--- src/rtl/instruction_queue_if.sv ---
// rtl/instruction_queue_if.sv - fetch/decode handshake bundle for the instruction queue
interface instruction_queue_if #(
  parameter int INSTR_W = 16,
  parameter int CNT_W   = 3
);
  logic [INSTR_W-1:0] D_MemData;
  logic               C_IRWrite;
  logic               C_IRAdvance;
  logic               C_Flush;
  logic               Q_Full;
  logic               Q_Valid;
  logic [CNT_W-1:0]   Q_Count;
  logic               Q_Overflow;
  logic [INSTR_W-1:0] HEAD_WORD;
  logic [3:0]         OPCODE;
  logic [3:0]         FUNCFIELD;
  logic [3:0]         A_ReadReg1RT;
  logic [3:0]         A_ReadReg2RT;
  logic [1:0]         A_Offset;
  logic [1:0]         A_RegSWLW;
  logic [3:0]         A_WriteRegRT_BT;

  modport master (
    output D_MemData, C_IRWrite, C_IRAdvance, C_Flush,
    input  Q_Full, Q_Valid, Q_Count, Q_Overflow, HEAD_WORD, OPCODE, FUNCFIELD,
           A_ReadReg1RT, A_ReadReg2RT, A_Offset, A_RegSWLW, A_WriteRegRT_BT
  );

  modport slave (
    input  D_MemData, C_IRWrite, C_IRAdvance, C_Flush,
    output Q_Full, Q_Valid, Q_Count, Q_Overflow, HEAD_WORD, OPCODE, FUNCFIELD,
           A_ReadReg1RT, A_ReadReg2RT, A_Offset, A_RegSWLW, A_WriteRegRT_BT
  );
endinterface

--- src/rtl/instruction_queue.sv ---
// rtl/instruction_queue.sv - instruction FIFO with field-split head; IQ_BYPASS_EN enables empty-queue bypass
module instruction_queue #(
  parameter int INSTR_W = 16,
  parameter int DEPTH   = 4,
  parameter int CNT_W   = $clog2(DEPTH) + 1
) (
  input logic               clk,
  input logic               rst,
  instruction_queue_if.slave q
);
  localparam int PTR_W = $clog2(DEPTH);

  logic [INSTR_W-1:0] mem [DEPTH];
  logic [PTR_W-1:0]   rd_ptr, wr_ptr;
  logic [CNT_W-1:0]   count;
  logic               overflow;

  logic               full, head_valid, pop_ok, push_ok;
  logic [INSTR_W-1:0] head_word;

  assign full = (count == CNT_W'(DEPTH));

  always_comb begin
    head_valid = (count != '0);
    head_word  = mem[rd_ptr];
`ifdef IQ_BYPASS_EN
    // Empty queue: forward the incoming word so decode can start this cycle.
    if (count == '0 && q.C_IRWrite && !q.C_Flush) begin
      head_valid = 1'b1;
      head_word  = q.D_MemData;
    end
`endif
    if (!head_valid)
      head_word = '0;
  end

  assign pop_ok  = q.C_IRAdvance & head_valid;
  assign push_ok = q.C_IRWrite & (~full | pop_ok);

  always_ff @(posedge clk or posedge rst) begin
    if (rst) begin
      rd_ptr   <= '0;
      wr_ptr   <= '0;
      count    <= '0;
      overflow <= 1'b0;
    end else if (q.C_Flush) begin
      rd_ptr   <= '0;
      wr_ptr   <= '0;
      count    <= '0;
      overflow <= 1'b0;
    end else begin
      if (push_ok)
        wr_ptr <= wr_ptr + PTR_W'(1);
      if (pop_ok)
        rd_ptr <= rd_ptr + PTR_W'(1);
      if (push_ok && !pop_ok)
        count <= count + CNT_W'(1);
      else if (pop_ok && !push_ok)
        count <= count - CNT_W'(1);
      if (q.C_IRWrite && !push_ok)
        overflow <= 1'b1;
    end
  end

  // A bypassed push+pop writes a slot that both pointers step past, so it never becomes visible.
  always_ff @(posedge clk) begin
    if (push_ok && !q.C_Flush)
      mem[wr_ptr] <= q.D_MemData;
  end

  assign q.Q_Full          = full;
  assign q.Q_Valid         = head_valid;
  assign q.Q_Count         = count;
  assign q.Q_Overflow      = overflow;
  assign q.HEAD_WORD       = head_word;
  assign q.OPCODE          = head_word[15:12];
  assign q.FUNCFIELD       = head_word[3:0];
  assign q.A_ReadReg1RT    = head_word[7:4];
  assign q.A_ReadReg2RT    = head_word[3:0];
  assign q.A_Offset        = head_word[9:8];
  assign q.A_RegSWLW       = head_word[11:10];
  assign q.A_WriteRegRT_BT = head_word[11:8];
endmodule

--- src/flat_wrapper.sv ---
// flat-port wrapper written by rule: the top's interface ports become plain ports
module instruction_queue_flat 
#(
  parameter int INSTR_W = 16,
  parameter int DEPTH   = 4,
  parameter int CNT_W   = $clog2(DEPTH) + 1
)
  (clk, rst, q_D_MemData, q_C_IRWrite, q_C_IRAdvance, q_C_Flush, q_Q_Full, q_Q_Valid, q_Q_Count, q_Q_Overflow, q_HEAD_WORD, q_OPCODE, q_FUNCFIELD, q_A_ReadReg1RT, q_A_ReadReg2RT, q_A_Offset, q_A_RegSWLW, q_A_WriteRegRT_BT);
  instruction_queue_if #(.INSTR_W(INSTR_W), .CNT_W(CNT_W)) q_i ();
  input logic clk;
  input logic rst;
  input wire logic [$bits(q_i.D_MemData)-1:0] q_D_MemData;
  input wire logic [$bits(q_i.C_IRWrite)-1:0] q_C_IRWrite;
  input wire logic [$bits(q_i.C_IRAdvance)-1:0] q_C_IRAdvance;
  input wire logic [$bits(q_i.C_Flush)-1:0] q_C_Flush;
  output wire logic [$bits(q_i.Q_Full)-1:0] q_Q_Full;
  output wire logic [$bits(q_i.Q_Valid)-1:0] q_Q_Valid;
  output wire logic [$bits(q_i.Q_Count)-1:0] q_Q_Count;
  output wire logic [$bits(q_i.Q_Overflow)-1:0] q_Q_Overflow;
  output wire logic [$bits(q_i.HEAD_WORD)-1:0] q_HEAD_WORD;
  output wire logic [$bits(q_i.OPCODE)-1:0] q_OPCODE;
  output wire logic [$bits(q_i.FUNCFIELD)-1:0] q_FUNCFIELD;
  output wire logic [$bits(q_i.A_ReadReg1RT)-1:0] q_A_ReadReg1RT;
  output wire logic [$bits(q_i.A_ReadReg2RT)-1:0] q_A_ReadReg2RT;
  output wire logic [$bits(q_i.A_Offset)-1:0] q_A_Offset;
  output wire logic [$bits(q_i.A_RegSWLW)-1:0] q_A_RegSWLW;
  output wire logic [$bits(q_i.A_WriteRegRT_BT)-1:0] q_A_WriteRegRT_BT;
  assign q_i.D_MemData = q_D_MemData;
  assign q_i.C_IRWrite = q_C_IRWrite;
  assign q_i.C_IRAdvance = q_C_IRAdvance;
  assign q_i.C_Flush = q_C_Flush;
  assign q_Q_Full = q_i.Q_Full;
  assign q_Q_Valid = q_i.Q_Valid;
  assign q_Q_Count = q_i.Q_Count;
  assign q_Q_Overflow = q_i.Q_Overflow;
  assign q_HEAD_WORD = q_i.HEAD_WORD;
  assign q_OPCODE = q_i.OPCODE;
  assign q_FUNCFIELD = q_i.FUNCFIELD;
  assign q_A_ReadReg1RT = q_i.A_ReadReg1RT;
  assign q_A_ReadReg2RT = q_i.A_ReadReg2RT;
  assign q_A_Offset = q_i.A_Offset;
  assign q_A_RegSWLW = q_i.A_RegSWLW;
  assign q_A_WriteRegRT_BT = q_i.A_WriteRegRT_BT;
  instruction_queue #(.INSTR_W(INSTR_W), .DEPTH(DEPTH), .CNT_W(CNT_W)) u_core (.clk(clk), .rst(rst), .q(q_i));
endmodule
--- config.mk ---
export PLATFORM = sky130hd
export DESIGN_NAME = instruction_queue_flat
export DESIGN_NICKNAME = d
export VERILOG_FILES = /design/src/rtl/instruction_queue_if.sv /design/src/rtl/instruction_queue.sv /design/src/flat_wrapper.sv
export SDC_FILE = /design/constraint.sdc
export NUM_CORES = 1
export LEC_CHECK = 0
export ABC_CLOCK_PERIOD_IN_PS = 3700
export CORE_ASPECT_RATIO = 1.2
export CORE_MARGIN = 10
export CORE_UTILIZATION = 35
export DETAILED_ROUTE_END_ITERATION = 8
export SYNTH_ARGS = -nofsm -noshare
export SYNTH_HDL_FRONTEND = slang
export SYNTH_SLANG_ARGS = --single-unit
--- constraint.sdc ---
create_clock -name clk -period 3.7 [get_ports clk]
set_clock_uncertainty 0.15 [all_clocks]
set_input_delay 0.74 -clock clk [delete_from_list [all_inputs] [get_ports clk]]
set_output_delay 0.74 -clock clk [all_outputs]
set_load 0.005 [all_outputs]
==> results of run 1 <==
final cells by class:
type,count,area [um^2]
Multi-Input combinational cell,80,857
Clock inverter,3,43.8
Clock buffer,12,135
Tap cell,120,150
Sequential cell,72,2120
Fill cell,806,4960
Inverter,7,26.3
Timing Repair Buffer,77,743
metal layers:
layer / GRT usage, % / vias to the layer above / wire, um
met5: 0 / - / 0
met4: 4.02 / 0 / 51
met3: 3.85 / 4 / 415
met2: 17.7 / 43 / 3530
met1: 9.86 / 857 / 2310
li1: - / 800 / -
worst register-to-register path, cell delays in order, from the launching register on:
cell and delay [ns]:
sky130_fd_sc_hd__dfrtp_1 0.56, sky130_fd_sc_hd__or3b_4 0.46, sky130_fd_sc_hd__o21ai_0 0.55, sky130_fd_sc_hd__nor3b_2 0.23
sky130_fd_sc_hd__buf_4 0.23
placed cells by master, fill, tap and decap left out:
cell type	count
sky130_fd_sc_hd__bufinv_16	1
sky130_fd_sc_hd__nand2b_1	4
sky130_fd_sc_hd__a221oi_1	1
sky130_fd_sc_hd__edfxtp_1	64
sky130_fd_sc_hd__mux2_2	2
sky130_fd_sc_hd__o31ai_1	1
sky130_fd_sc_hd__xor2_1	2
sky130_fd_sc_hd__dfrtp_1	8
sky130_fd_sc_hd__mux2i_1	2
sky130_fd_sc_hd__inv_1	7
sky130_fd_sc_hd__o21a_4	1
sky130_fd_sc_hd__mux4_2	16
sky130_fd_sc_hd__ha_1	4
sky130_fd_sc_hd__o311ai_0	1
sky130_fd_sc_hd__nor2b_1	16
sky130_fd_sc_hd__and3_1	1
sky130_fd_sc_hd__fa_1	1
sky130_fd_sc_hd__clkinv_4	1
sky130_fd_sc_hd__nor3_2	1
sky130_fd_sc_hd__mux2_4	1
sky130_fd_sc_hd__xnor2_1	1
sky130_fd_sc_hd__clkbuf_1	3
sky130_fd_sc_hd__or3b_4	1
sky130_fd_sc_hd__nor3b_2	4
sky130_fd_sc_hd__o21a_1	1
sky130_fd_sc_hd__buf_4	11
sky130_fd_sc_hd__nor4b_1	1
sky130_fd_sc_hd__and2b_1	1
sky130_fd_sc_hd__clkinv_2	1
sky130_fd_sc_hd__a31oi_1	3
sky130_fd_sc_hd__o21ai_0	2
sky130_fd_sc_hd__or3_1	1
sky130_fd_sc_hd__nor2_1	11
sky130_fd_sc_hd__clkbuf_8	9
sky130_fd_sc_hd__clkdlybuf4s50_1	66
kinds of logic (layout without fill, tap and decap cells):
group           after synthesis  after routing  synth area share (%)
compound gates               10             10                  2.37
xor+xnor                      3              3                 0.815
fa+ha+maj                     5              5                  2.17
buf+inv                      41             99                  8.23
flops                        72             72                  65.8
mux                          21             21                  13.0
simple gates                 41             41                  7.64
state kept, by name (all words and copies together), names as in the netlist:
signal and cells:
u_core.mem 64, u_core.q.Q_Count 3, u_core.rd_ptr 2, u_core.wr_ptr 2
u_core.q.Q_Overflow 1
metrics by stage:
step | cell area, um^2 | setup slack (ns)
4_1_cts | 4080 | 0.488
3_3_place_gp | 3900 | 0.690
5_1_grt | 4080 | 0.409
3_5_place_dp | 3900 | 0.637
2_1_floorplan | 3220 | 0.767
6_report | 4080 | 0.563
worst max path at each step:
| stage | to | slack [ns] | depth (start not counted) | startpoint |
|---|---|---|---|---|
| 5_1_grt | q_A_ReadReg1RT[3] | 0.41 | 4 | u_core.rd_ptr[0] |
| 4_1_cts | q_A_ReadReg1RT[3] | 0.49 | 4 | u_core.rd_ptr[0] |
| 6_report | q_HEAD_WORD[3] | 0.56 | 4 | u_core.rd_ptr[0] |
| 3_5_place_dp | u_core.mem[2][11] | 0.64 | 4 | q_C_IRWrite |
| 3_3_place_gp | u_core.mem[2][10] | 0.69 | 4 | q_C_IRWrite |
| 2_1_floorplan | u_core.mem[0][0] | 0.77 | 3 | q_C_IRAdvance |
power groups by stage:
stage	Sequential, uW	Clock [uW]	Combinational (uW)
finish	997	568	1150
global placement	1010	0	1170
global route	1010	629	1260
detailed placement	1010	0	1190
floorplan	981	0	726
CTS	997	587	1190
==> metrics.json, run 1 <==
{
  "status": "finished, final reports clean",
  "number_of_h_tree_levels": 3,
  "setup_tns_ns": 0,
  "regToRegSetupSlack_ns": 1.28,
  "synth_most_common_cell": "sky130_fd_sc_hd__edfxtp_1",
  "final-hold-violation-count": 0,
  "synth-async-reset-ratio_pct": 11.1,
  "clk_latency_ns": 0.33,
  "netlist_top_cells_area": "sky130_fd_sc_hd__edfxtp_1 (60%), sky130_fd_sc_hd__mux4_2 (11%), sky130_fd_sc_hd__dfrtp_1 (6.2%), sky130_fd_sc_hd__buf_4 (6.1%), sky130_fd_sc_hd__nor2b_1 (3.1%)",
  "comb_power_share_pct": 42.3,
  "fin_crit_ns": 3.14,
  "synth_cells": 193,
  "total_of_flip_flops_plus_latches_after_synthesis": 72,
  "setup.worst_path.class": "reg2out",
  "tritoncts_clock_tree": "done",
  "switching_part_of_the_total_power_pct": 27.4,
  "power_uw": 2710,
  "grt_remaining_overflow": 0,
  "whs_ns": 0.364,
  "clock_power_share_pct": 20.9,
  "finalCritPeriodShare_pct": 84.8,
  "place_hpwl_mm": 4.78,
  "clock-sinks": 72,
  "fp.dieH_um": 125,
  "grt_max_degree": 17,
  "design.die.area_mm2": 0.0135,
  "synth_common_cells": "sky130_fd_sc_hd__edfxtp_1 (64), sky130_fd_sc_hd__buf_4 (26), sky130_fd_sc_hd__mux4_2 (16), sky130_fd_sc_hd__nor2b_1 (16), sky130_fd_sc_hd__nor2_1 (11)",
  "crit_chain": "buf_4 -> mux4_2 -> nor2b_1 -> clkdlybuf4s50_1",
  "finish.utilization_pct": 45.1,
  "total_of_max_cap_violations": 0,
  "worstPathMaxFanout": 16,
  "gp_congestion": 0.707,
  "critical-path-max-stage-delay_ns": 0.56,
  "ff2ff_path_depth": 4,
  "clockBufferDepth": 2,
  "p_int_uw": 1970,
  "power_frac_seq_pct": 36.8,
  "rows": 38,
  "ctsHoldBuffers": 0,
  "cts_setup_buffers": 0,
  "number_of_gates_resized_after_cts": 0,
  "dr_total_vias": 1704,
  "start_util_pct": 35.7,
  "cpLargestDelayFamily": "buffers and inverters",
  "drt_iter0_drc": 42,
  "portBuffers": 66,
  "synth-edff-count": 64,
  "crit-reg2reg-launch": "u_core.q.Q_Count[2]",
  "syn_nets": 219,
  "wire_per_inst_um": 17.0,
  "holdCritStartpoint": "u_core.q.Q_Overflow",
  "worst_r2r_endpoint": "u_core.mem[2][13]",
  "grt_setup_unrepaired": "false",
  "synth_largest_type_area_fraction_pct": 59.6,
  "grt_antenna_before_repair": 0,
  "cp-start-kind": "flop",
  "first_pass_iters": 5,
  "ir_drop_v": 0.000311,
  "ys_warn_count": 0,
  "worst_hold_path.num_cells": 2,
  "power_leakage_uw": 0.00138,
  "synth_ff_type": "sky130_fd_sc_hd__edfxtp_1",
  "coreArea_mm2": 0.00903,
  "hp-class": "reg2reg",
  "max_freq_mhz": 319,
  "synth.largest_area_cell": "sky130_fd_sc_hd__edfxtp_1",
  "timing.critical_path.slowest_stage_cell": "sky130_fd_sc_hd__mux4_2",
  "layout-area-overhead-vs-synth_pct": 26.5,
  "drcViolationCount": 0,
  "worst-endpoint-arrival_ns": 2.25,
  "area_of_the_mapped_netlist_mm2": 0.00322,
  "synth.distinct_cells": 32,
  "required_ns": 2.81,
  "path_clk_slew_ns": 0.07,
  "number_of_buffers_created_by_cts": 9,
  "worst_slew_margin_rel_pct": 55.3,
  "syn_area_cell_um2": 16.7,
  "synth_sequential_area_ratio_pct": 65.8,
  "final-max-slew-violation-count": 0,
  "post_drt_via_cell_ratio": 4.59,
  "setup_viols_final": 0,
  "whs_endpoint": "u_core.q.Q_Overflow",
  "slew_of_the_pin_with_the_lowest_slew_margin_ns": 0.663,
  "n_antenna_cell": 0,
  "final_nets": 273,
  "detail_route.wirelength_mm": 6.31,
  "p_per_area_mw_per_mm2": 665,
  "clk_root_buffer_cell": "sky130_fd_sc_hd__clkbuf_8",
  "grt_first_pass_wirelength_mm": 10.2,
  "floorplan.die.width_um": 108,
  "stdcell_count": 371,
  "boundaryPins": 67,
  "cp.buffers_inverters": 2,
  "groute.usage.overall_pct": 9.89,
  "ant_nets": 0,
  "switchingPower_uw": 744,
  "drive_gt1_share_pct": 19.5,
  "grt_pass1_vias": 1876,
  "critPathCaptureType": "primary output",
  "placedCellCount": 356
}
Note: power is estimated with default switching activity, not from simulation.
==> inputs of run 2 (changes only) <==
--- a/config.mk
+++ b/config.mk
@@ -5,7 +5,7 @@
 export SDC_FILE = /design/constraint.sdc
 export NUM_CORES = 1
 export LEC_CHECK = 0
-export ABC_CLOCK_PERIOD_IN_PS = 3700
+export ABC_CLOCK_PERIOD_IN_PS = 2700
 export CORE_ASPECT_RATIO = 1.2
 export CORE_MARGIN = 10
 export CORE_UTILIZATION = 35
==> constraint.sdc (replaced) <==
create_clock -name clk -period 2.7 [get_ports clk]
set_clock_uncertainty 0.15 [all_clocks]
set_input_delay 0.54 -clock clk [delete_from_list [all_inputs] [get_ports clk]]
set_output_delay 0.54 -clock clk [all_outputs]
set_load 0.005 [all_outputs]
==> run 2 against run 1 <==
Net effect: first-iteration DRC count rose by 7.1%; setup slack got worse by 0.51 ns; combinational power rose by 37%; non-clock buffer count rose by 12; via count rose by 1.6%; routed wire length rose by 0.97%; largest cell class unchanged.
==> metrics.json, run 2 (synthesis gave the netlist of run 1 again) <==
{
  "grt_max_degree": 18,
  "tritoncts_clock_tree": "done",
  "grt_pass1_vias": 1917,
  "post_drt_via_cell_ratio": 4.51,
  "design.die.area_mm2": 0.0135,
  "worstSetupStartpoint": "u_core.rd_ptr[0]",
  "ant_nets": 0,
  "fin_crit_ns": 2.65,
  "regToRegSetupSlack_ns": 0.35,
  "stdcell_count": 384,
  "ctsHoldBuffers": 0,
  "max_freq_mhz": 378,
  "hp-class": "in2async",
  "status": "finished, final reports clean",
  "worst-endpoint-arrival_ns": 1.96,
  "cp-start-kind": "flop",
  "start_util_pct": 35.7,
  "grt_setup_unrepaired": "true",
  "final-max-slew-violation-count": 0,
  "globalRouteMet1Util_pct": 10.5,
  "place_worst_setup_slack_ns": 0.171,
  "gp_congestion": 0.760,
  "slew_of_the_pin_with_the_lowest_slew_margin_ns": 0.638,
  "mostFrequentLayoutCells": "sky130_fd_sc_hd__edfxtp_1 (64), sky130_fd_sc_hd__dlygate4sd2_1 (35), sky130_fd_sc_hd__clkdlybuf4s50_1 (26)",
  "whs_ns": 0.333,
  "number_of_h_tree_levels": 3,
  "drive_gt1_share_pct": 24.6,
  "first_pass_iters": 4,
  "drt_iter0_drc": 45,
  "fp.dieH_um": 125,
  "setup.worst_path.class": "reg2out",
  "grt-busiest-layer": "met2",
  "final-hold-violation-count": 0,
  "setup_viols_final": 0,
  "portBuffers": 66,
  "total_of_max_cap_violations": 0,
  "number_of_buffers_created_by_cts": 9,
  "boundaryPins": 67,
  "ff2ff_path_depth": 6,
  "wire_per_inst_um": 16.6,
  "grt_antenna_before_repair": 0,
  "layout-area-overhead-vs-synth_pct": 31.3,
  "placedCellCount": 355,
  "largest_register_ffs": 64,
  "grt_first_pass_wirelength_mm": 10.2,
  "endpoint": "q_OPCODE[3]",
  "setup_tns_ns": 0,
  "p_per_area_mw_per_mm2": 880,
  "clk_latency_ns": 0.33,
  "met2_usage_pct": 17.0,
  "groute.usage.overall_pct": 9.79,
  "crit-reg2reg-launch": "u_core.q.Q_Count[2]",
  "clock-sinks": 72,
  "path_clk_slew_ns": 0.07,
  "rows": 38,
  "detail_route.wirelength_mm": 6.37,
  "grt_remaining_overflow": 0,
  "power_leakage_uw": 0.00159,
  "final_worst_setup_slack_ns": 0.0541,
  "worstPathMaxFanout": 6,
  "max_flop_register": "u_core.mem",
  "worst_r2r_endpoint": "u_core.q.Q_Count[2]",
  "coreArea_mm2": 0.00903,
  "ir_drop_v": 0.000339,
  "drcViolationCount": 0,
  "worst_slew_margin_rel_pct": 57.0,
  "globalRouteMet3Util_pct": 3.70,
  "place_hpwl_mm": 4.35,
  "n_antenna_cell": 0,
  "clockBufferDepth": 2,
  "final_common_cell": "sky130_fd_sc_hd__edfxtp_1",
  "dr_total_vias": 1731,
  "critPathCaptureType": "primary output",
  "finalCritPeriodShare_pct": 98.0,
  "final_nets": 285,
  "filler_cell_count": 806,
  "power_uw": 3730,
  "required_ns": 2.01,
  "floorplan.die.width_um": 108,
  "clk_root_buffer_cell": "sky130_fd_sc_hd__clkbuf_8"
}
==> run 2: cell count changes in the layout (fill, tap and decap cells not counted), moves of 2 or more <==
cell / before / now
sky130_fd_sc_hd__dlygate4sd2_1: 0 / 35
sky130_fd_sc_hd__clkdlybuf4s15_1: 0 / 5
sky130_fd_sc_hd__buf_4: 11 / 15
sky130_fd_sc_hd__buf_12: 0 / 5
sky130_fd_sc_hd__clkbuf_1: 3 / 1
sky130_fd_sc_hd__clkdlybuf4s50_1: 66 / 26
==> run 2: worst min-delay path by stage <==
| stage | startpoint | endpoint | slack, ns |
|---|---|---|---|
| after global routing | rst | u_core.wr_ptr[0] | 0.34 |
| after global placement | u_core.q.Q_Overflow | u_core.q.Q_Overflow | 0.34 |
| after detailed placement | u_core.q.Q_Overflow | u_core.q.Q_Overflow | 0.34 |
| after floorplan | rst | u_core.q.Q_Count[0] | 0.21 |
| after CTS | rst | u_core.wr_ptr[0] | 0.34 |
| final | rst | u_core.wr_ptr[0] | 0.33 |
==> run 2: power by group <==
group	switching [uW]	total, uW	internal (uW)
sequential	62.6	1350	1290
clock	379	801	422
combinational	631	1570	941
total	1070	3730	2650
==> run 2: critical path, stage by stage, from the launching register on <==
cell and delay (ns):
sky130_fd_sc_hd__dfrtp_2 0.43, sky130_fd_sc_hd__clkbuf_16 0.16, sky130_fd_sc_hd__buf_4 0.12, sky130_fd_sc_hd__mux4_2 0.49, sky130_fd_sc_hd__nor2b_1 0.15, sky130_fd_sc_hd__dlygate4sd2_1 0.27
==> run 2: what timing repair did <==
item / CTS / global route
buffers inserted: 5 / 7
hold endpoints to repair: 0 / 0
endpoints found under the setup margin: 40 / 21
cloned: 1 / 0
gates resized for setup: 43 / 10
==> run 2: metal layers <==
layer	vias to the layer above	share of wire, %	wire, um
met5	-	0	0
met4	0	0.97	62
met3	6	5.7	363
met2	37	53	3390
met1	864	40	2550
li1	824	-	-
==> run 2: layout make-up <==
type | count | area (um^2) | share of cell area, %
clock buffer | 10 | 128 | 3.02
tap | 120 | 150 | 3.55
multi-input combinational | 80 | 865 | 20.4
sequential | 72 | 2120 | 50.2
inverter | 7 | 26.3 | 0.621
timing repair buffer | 89 | 881 | 20.8
clock inverter | 6 | 60.1 | 1.42
==> run 2: per-stage QoR <==
step                      util [%]  area [um^2]
after global routing          46.9         4230
after global placement        43.8         3950
after CTS                     46.1         4160
after detailed placement      43.8         3950
after floorplan                  -         3220
final                         46.9         4230
==> inputs of run 3 (changes only) <==
--- a/config.mk
+++ b/config.mk
@@ -9,6 +9,7 @@
 export CORE_ASPECT_RATIO = 1.2
 export CORE_MARGIN = 10
 export CORE_UTILIZATION = 35
+export CTS_CLUSTER_DIAMETER = 60
 export DETAILED_ROUTE_END_ITERATION = 8
 export SYNTH_ARGS = -nofsm -noshare
 export SYNTH_HDL_FRONTEND = slang
==> results of run 3 <==
Final layout, timing and power as in run 2 (identical DEF).
